===== src/rtl/bp_lce_mem_port_arbiter_pkg.sv =====
// Shared types for the LCE/cache memory port arbiter: FSM state encoding
// and the read-return owner tag values.
package bp_me_pkg;

    typedef enum logic [1:0] {
        e_normal   = 2'd0,
        e_starve   = 2'd1,
        e_cooldown = 2'd2
    } bp_lce_mem_arb_state_e;

    // Owner tag stored with each accepted read so the return is steered back.
    localparam logic e_arb_owner_cache = 1'b0;
    localparam logic e_arb_owner_lce   = 1'b1;

    // Width of the cooldown down-counter; cooldown lengths are 1..7 cycles.
    localparam int unsigned arb_cool_width_gp = 3;

endpackage


===== src/rtl/bp_lce_mem_port_arbiter_bsg_counter_clear_up.sv =====
// Saturating up-counter with synchronous clear. Used as the LCE starvation
// timer: counts consecutive blocked cycles and holds at max_val_p.
module bsg_counter_clear_up #(
    parameter int max_val_p = 4,
    parameter int width_p   = $clog2(max_val_p + 1)
) (
    input  logic               clk_i,
    input  logic               reset_n_i,
    input  logic               clear_i,
    input  logic               up_i,
    output logic [width_p-1:0] count_o
);

    localparam logic [width_p-1:0] max_lp = width_p'(max_val_p);

    logic [width_p-1:0] count_q;
    logic [width_p-1:0] count_d;

    // Next count: clear wins, otherwise increment until the saturation value.
    always_comb begin
        count_d = count_q;
        if (clear_i) begin
            count_d = '0;
        end else if (up_i && (count_q != max_lp)) begin
            count_d = count_q + 1'b1;
        end
    end

    // Count register.
    always_ff @(posedge clk_i or negedge reset_n_i) begin
        if (!reset_n_i) begin
            count_q <= '0;
        end else begin
            count_q <= count_d;
        end
    end

    assign count_o = count_q;

endmodule


===== src/rtl/bp_lce_mem_port_arbiter.sv =====
// Arbitrates one cache memory port between the cache pipeline (default
// priority, ready->valid) and the LCE command engine (valid->yumi). A
// starvation timer forces the port to the LCE after a run of blocked cycles,
// followed by a short cooldown that gives the cache priority back.
// Accepted reads are tagged so the 1-cycle read return goes to its owner.
//
// Handshakes: the cache transfers when cache_v_i & cache_ready_o in the same
// cycle; the LCE presents lce_v_i and is consumed when lce_yumi_o is high.
// Both imply mem_v_o with mem_ready_i high; at most one wins per cycle.
//
// Optional build macro BP_LCE_MEM_ARB_STATS_EN adds saturating grant and
// starvation-event counters; arbitration is unchanged either way.
//
// dbg_state_o exposes the FSM state for observation.
module bp_lce_mem_port_arbiter
    import bp_me_pkg::*;
#(
    parameter int pkt_width_p         = 16,
    parameter int data_width_p        = 32,
    parameter int timeout_max_limit_p = 4,
    parameter int cooldown_p          = 1
) (
    input  logic                    clk_i,
    input  logic                    reset_n_i,
    input  logic [pkt_width_p-1:0]  cache_pkt_i,
    input  logic                    cache_rd_i,
    input  logic                    cache_v_i,
    output logic                    cache_ready_o,
    output logic                    cache_busy_o,
    input  logic [pkt_width_p-1:0]  lce_pkt_i,
    input  logic                    lce_rd_i,
    input  logic                    lce_v_i,
    output logic                    lce_yumi_o,
    output logic [pkt_width_p-1:0]  mem_pkt_o,
    output logic                    mem_v_o,
    input  logic                    mem_ready_i,
    input  logic [data_width_p-1:0] mem_data_i,
    output logic [data_width_p-1:0] cache_data_o,
    output logic                    cache_data_v_o,
    output logic [data_width_p-1:0] lce_data_o,
    output logic                    lce_data_v_o,
    output logic [1:0]              dbg_state_o
`ifdef BP_LCE_MEM_ARB_STATS_EN
   ,output logic [31:0]             stat_cache_grants_o
   ,output logic [31:0]             stat_lce_grants_o
   ,output logic [15:0]             stat_starve_events_o
`endif
);

    localparam int cnt_w_lp = $clog2(timeout_max_limit_p + 1);
    localparam logic [cnt_w_lp-1:0] limit_lp = cnt_w_lp'(timeout_max_limit_p);
    localparam logic [cnt_w_lp-1:0] warn_lp  = cnt_w_lp'(timeout_max_limit_p - 1);
    localparam logic [arb_cool_width_gp-1:0] cool_load_lp = arb_cool_width_gp'(cooldown_p);

    bp_lce_mem_arb_state_e state_q, state_d;
    logic [arb_cool_width_gp-1:0] cool_q, cool_d;
    logic rd_pend_q, rd_pend_d;
    logic rd_owner_q, rd_owner_d;

    logic [cnt_w_lp-1:0] blocked_cnt;
    logic cache_ready, cache_busy, lce_yumi, cache_acc, blocked, in_normal;

    // Handshake decode: the cache owns the port unless the FSM is forcing the LCE.
    always_comb begin
        cache_ready = 1'b0;
        cache_busy  = 1'b0;
        lce_yumi    = 1'b0;
        in_normal   = (state_q == e_normal);
        if (state_q == e_starve) begin
            cache_busy = 1'b1;
            lce_yumi   = lce_v_i & mem_ready_i;
        end else begin
            cache_ready = mem_ready_i;
            lce_yumi    = lce_v_i & mem_ready_i & ~cache_v_i;
            // One-cycle warning before the forced grant.
            cache_busy  = in_normal & lce_v_i & (blocked_cnt == warn_lp);
        end
        cache_acc = cache_v_i & cache_ready;
        blocked   = lce_v_i & ~lce_yumi;
    end

    bsg_counter_clear_up #(
        .max_val_p (timeout_max_limit_p),
        .width_p   (cnt_w_lp)
    ) starve_timer (
        .clk_i     (clk_i),
        .reset_n_i (reset_n_i),
        .clear_i   (~blocked | ~in_normal),
        .up_i      (blocked & in_normal),
        .count_o   (blocked_cnt)
    );

    // Next state. Starvation takes effect in the cycle the timer reads the
    // limit, so the edge that loads the limit also enters e_starve.
    always_comb begin
        state_d = state_q;
        cool_d  = cool_q;
        case (state_q)
            e_normal: begin
                if ((blocked && (blocked_cnt == warn_lp)) || (blocked_cnt == limit_lp)) begin
                    state_d = e_starve;
                end
            end
            e_starve: begin
                if (lce_yumi) begin
                    state_d = e_cooldown;
                    cool_d  = cool_load_lp;
                end else if (!lce_v_i) begin
                    state_d = e_normal;
                end
            end
            e_cooldown: begin
                if (cool_q <= 1) begin
                    state_d = e_normal;
                    cool_d  = '0;
                end else begin
                    cool_d  = cool_q - 1'b1;
                end
            end
            default: begin
                state_d = e_normal;
                cool_d  = '0;
            end
        endcase
    end

    // Read-return tag: remember whether this cycle's winner issued a read.
    always_comb begin
        rd_pend_d  = (cache_acc & cache_rd_i) | (lce_yumi & lce_rd_i);
        rd_owner_d = rd_owner_q;
        if (rd_pend_d) begin
            rd_owner_d = lce_yumi ? e_arb_owner_lce : e_arb_owner_cache;
        end
    end

    // FSM, cooldown and read-tag registers.
    always_ff @(posedge clk_i or negedge reset_n_i) begin
        if (!reset_n_i) begin
            state_q    <= e_normal;
            cool_q     <= '0;
            rd_pend_q  <= 1'b0;
            rd_owner_q <= e_arb_owner_cache;
        end else begin
            state_q    <= state_d;
            cool_q     <= cool_d;
            rd_pend_q  <= rd_pend_d;
            rd_owner_q <= rd_owner_d;
        end
    end

    // Outputs are forced low while reset is asserted, independent of the clock.
    always_comb begin
        cache_ready_o  = reset_n_i & cache_ready;
        cache_busy_o   = reset_n_i & cache_busy;
        lce_yumi_o     = reset_n_i & lce_yumi;
        mem_v_o        = reset_n_i & (cache_acc | lce_yumi);
        mem_pkt_o      = '0;
        if (reset_n_i && lce_yumi) begin
            mem_pkt_o = lce_pkt_i;
        end else if (reset_n_i && cache_acc) begin
            mem_pkt_o = cache_pkt_i;
        end
        cache_data_o   = reset_n_i ? mem_data_i : '0;
        lce_data_o     = reset_n_i ? mem_data_i : '0;
        cache_data_v_o = reset_n_i & rd_pend_q & (rd_owner_q == e_arb_owner_cache);
        lce_data_v_o   = reset_n_i & rd_pend_q & (rd_owner_q == e_arb_owner_lce);
        dbg_state_o    = state_q;
    end

`ifdef BP_LCE_MEM_ARB_STATS_EN
    logic [31:0] stat_cache_q, stat_lce_q;
    logic [15:0] stat_starve_q;

    // Saturating grant and starvation-event counters.
    always_ff @(posedge clk_i or negedge reset_n_i) begin
        if (!reset_n_i) begin
            stat_cache_q  <= '0;
            stat_lce_q    <= '0;
            stat_starve_q <= '0;
        end else begin
            if (cache_acc && (stat_cache_q != '1)) stat_cache_q <= stat_cache_q + 1'b1;
            if (lce_yumi && (stat_lce_q != '1)) stat_lce_q <= stat_lce_q + 1'b1;
            if (in_normal && (state_d == e_starve) && (stat_starve_q != '1)) begin
                stat_starve_q <= stat_starve_q + 1'b1;
            end
        end
    end

    assign stat_cache_grants_o  = stat_cache_q;
    assign stat_lce_grants_o    = stat_lce_q;
    assign stat_starve_events_o = stat_starve_q;
`endif

endmodule


===== config.mk =====
export PLATFORM = sky130hd
export DESIGN_NAME = bp_lce_mem_port_arbiter
export DESIGN_NICKNAME = d
export VERILOG_FILES = /design/src/rtl/bp_lce_mem_port_arbiter_pkg.sv /design/src/rtl/bp_lce_mem_port_arbiter_bsg_counter_clear_up.sv /design/src/rtl/bp_lce_mem_port_arbiter.sv
export SDC_FILE = /design/constraint.sdc
export NUM_CORES = 1
export LEC_CHECK = 0
export CAP_MARGIN = 20
export CORE_ASPECT_RATIO = 0.6
export CORE_MARGIN = 2
export CORE_UTILIZATION = 30
export CTS_CLUSTER_DIAMETER = 60
export DETAILED_ROUTE_END_ITERATION = 7
export PLACE_DENSITY = 0.95
export SKIP_CTS_REPAIR_TIMING = 1
export SYNTH_ARGS = -nofsm -noshare
export SYNTH_HDL_FRONTEND = slang
export SYNTH_HIERARCHICAL = 1
export SYNTH_SLANG_ARGS = --single-unit

===== constraint.sdc =====
create_clock -name clk_i -period 5.1 [get_ports clk_i]
set_input_delay 1.02 -clock clk_i [delete_from_list [all_inputs] [get_ports clk_i]]
set_output_delay 1.02 -clock clk_i [all_outputs]
set_load 0.02 [all_outputs]

==> results.toml <==
[layout]
antennaDiodeCount = 0
layout_common_cells = "158 x clkdlybuf4s50_1, 32 x and2_1, 10 x nand2_1, 10 x dfrtp_1"
fillers = 373
area_growth_pct = 102
final_common_cell = "clkdlybuf4s50_1"
regArea_um2 = 250
drive_above_1_share_pct = 7.12
final_util_pct = 62.6
multi_input_area_um2 = 842
fin_cells = 358
stdcell_area_mm2 = 0.00284
nNetsFinal = 376

[cts]
cts_buffers = 3
tritoncts = "built"
htree_levels = 1
clkSinkCount = 10
cts.clk_slew.worst_paths_ns = 0.04
root_buffer = "clkbuf_8"
clock_latency_ns = 0.23
clock_path_buffers = 2

[synth]
yosysUniqueCellTypes = 35
synth_warnings = 6
synthAdderAreaFrac_pct = 7.13
ys_async_sr_fraction_pct = 100
synth.avg_cell_area_um2 = 8.26
ys.flop_type = "dfrtp_1"
synth-xor-area-share_pct = 0
netlist_top_cells_area = "buf_4 18%, dfrtp_1 18%, and2_1 14%, ha_1 7.1%, a22o_1 5.6%"
synth_largest_area_cell = "buf_4"
synth_top_area_share_pct = 18.2
synth_top_family_by_area = "simple AND/OR/NAND/NOR gates"
yosysSeqAreaShare_pct = 17.8
synth_compound_area_share_pct = 22.3
syn_nets = 249
synthCells = 170
netlist_area_mm2 = 0.00140
synthMuxAreaShare_pct = 2.85
synth_seq_cells = 10
synth_edf_count = 0
synthSimpleGateAreaFrac_pct = 27.7

[global_route]
grt_antenna_before_repair = 0
use_met2_pct = 31.6
grt_pass1_wl_um = 7910
met3_usage_pct = 4.76
grt_max_degree = 46
met1_usage_pct = 25.0
grt.busiest_layer = "met2"
grt_pass1_vias = 1532
grt-ovfl-total = 0
global_route.usage.total_pct = 18.8

[placed_design]
post-place-cells = 355
pre_cts_slack_ns = 0.723
placed_area_mm2 = 0.00280
place.gp.congestion = 0.778
port_buffers = 158
hpwl_um = 4420

[drt]
drcViolationCount = 0
routedWlPerCell_um = 14.2
ant_nets = 0
firstDrtPassIters = 5
drt_iter0_drc = 87
num_vias = 1587
routed_wl_um = 5070
vias_per_cell = 4.43

[timing]
finalCriticalPeriod_ns = 4.44
fin_setup_tns_ns = 0
fin_crit_sh_pct = 87.1
setup_viol = 0
finalMaxSlewViolations = 0
clock.fmax_ghz = 0.225
fin_skew_ns = 0.00161
relSlewSlack_pct = 57.1
rsz0062_at_grt = "no"
fin_hold_ws_ns = 0.523
hold_viol_final = 0
worst_slack_ns = 0.660
tightest_slew_ns = 0.643

[critical_path]
cp-end-kind = "output pin"
critPathKind = "input port to output pin"
path_cells = "clkdlybuf4s50_1, nand2_1, nor3b_4, a22o_2, clkdlybuf4s50_1"
crit_path_frequent_cell = "clkdlybuf4s50_1"
cp_data_arrival_time_ns = 3.42
worstPathMaxFanout = 17
start_kind = "input port"
max_stage_delay_ns = 0.68
slowest_stage = "clkdlybuf4s50_1"
required_ns = 4.08
crit_buf_inv = 2
cp_top_family = "buffers and inverters"

[floorplanning]
die_h_um = 57.0
core_mm2 = 0.00454
ios = 159
fp-row-count = 19
die_x_um = 92.3
initial_core_util_pct = 30.9
dieArea_mm2 = 0.00526

[status]
status = "complete, no violations"

[power]
power_density_mw_per_mm2 = 218
ir_drop_v = 0.0000937
p_leak_nw = 1.13
power_uw = 619

[flow_run]
cap_violations = 0

[min_path]
hold_path.class = "flop to flop"
-- report_power, final --
group          internal (mW)  switching [mW]
registers             0.0954          0.0147
clock network         0.0516          0.0297
logic                  0.227           0.201
-- per-layer routing --
layer	part of all wire, %	up-vias	wire length (um)
met1	45	725	2270
met2	50	58	2520
met3	5.0	4	255
met5	0	-	0
met4	0.59	0	30
li1	-	800	-
-- flip-flops by register name (all words and copies together), names as in the netlist --
name	count
rd_pend_q	1
cool_q	3
starve_timer/count_o	3
rd_owner_q	1
dbg_state_o	2
-- area by class of cell --
cell class                      instances  share of cell area, %
Clock buffer                            3                   1.45
Inverter                                9                   1.19
Multi-Input combinational cell        113                   29.6
Sequential cell                        10                   8.80
Tap cell                               63                   2.77
Timing Repair Buffer                  160                   56.2
-- worst min-delay path: stages (launching register included) --
cell	delay (ns)
dfrtp_1	0.36
nand2_1	0.06
o31ai_1	0.06
-- synth_stat cells, drive strengths merged, types with 2 or more instances --
cell	number
nor2b	3
nand3	2
a21oi	6
a21boi	3
mux2	2
buf	35
nor2	6
ha	8
nand2	10
and2	32
and3	2
nand2b	4
o211ai	2
a21o	2
dfrtp	10
nand3b	2
clkbuf	3
a22o	16
o31ai	2
inv	9
-- cells by family after synthesis --
logic type / Yosys count
and+or+nand+nor: 65
buffers and inverters: 47
adders and majority gates: 8
AOI/OAI and AO/OA: 37
DFF: 10
muxes: 3
-- final timing paths --
kind	slack (ns)	cells after the start	endpoint	start
setup / recovery	0.66	5	mem_pkt_o[0]	mem_ready_i
hold / removal	0.52	2	cool_q[1]$_DFFE_PN0P_	cool_q[1]$_DFFE_PN0P_
setup reg to reg	3.13	7	starve_timer/count_o[0]$_DFFE_PN0P_	dbg_state_o[1]$_DFFE_PN0P_
hold reg to reg	0.52	2	cool_q[1]$_DFFE_PN0P_	cool_q[1]$_DFFE_PN0P_
max in group asynchronous	3.59	2	rd_owner_q$_DFFE_PN0P_	reset_n_i
min in group asynchronous	1.24	2	cool_q[1]$_DFFE_PN0P_	reset_n_i
Power figures use the tool's default switching activity.
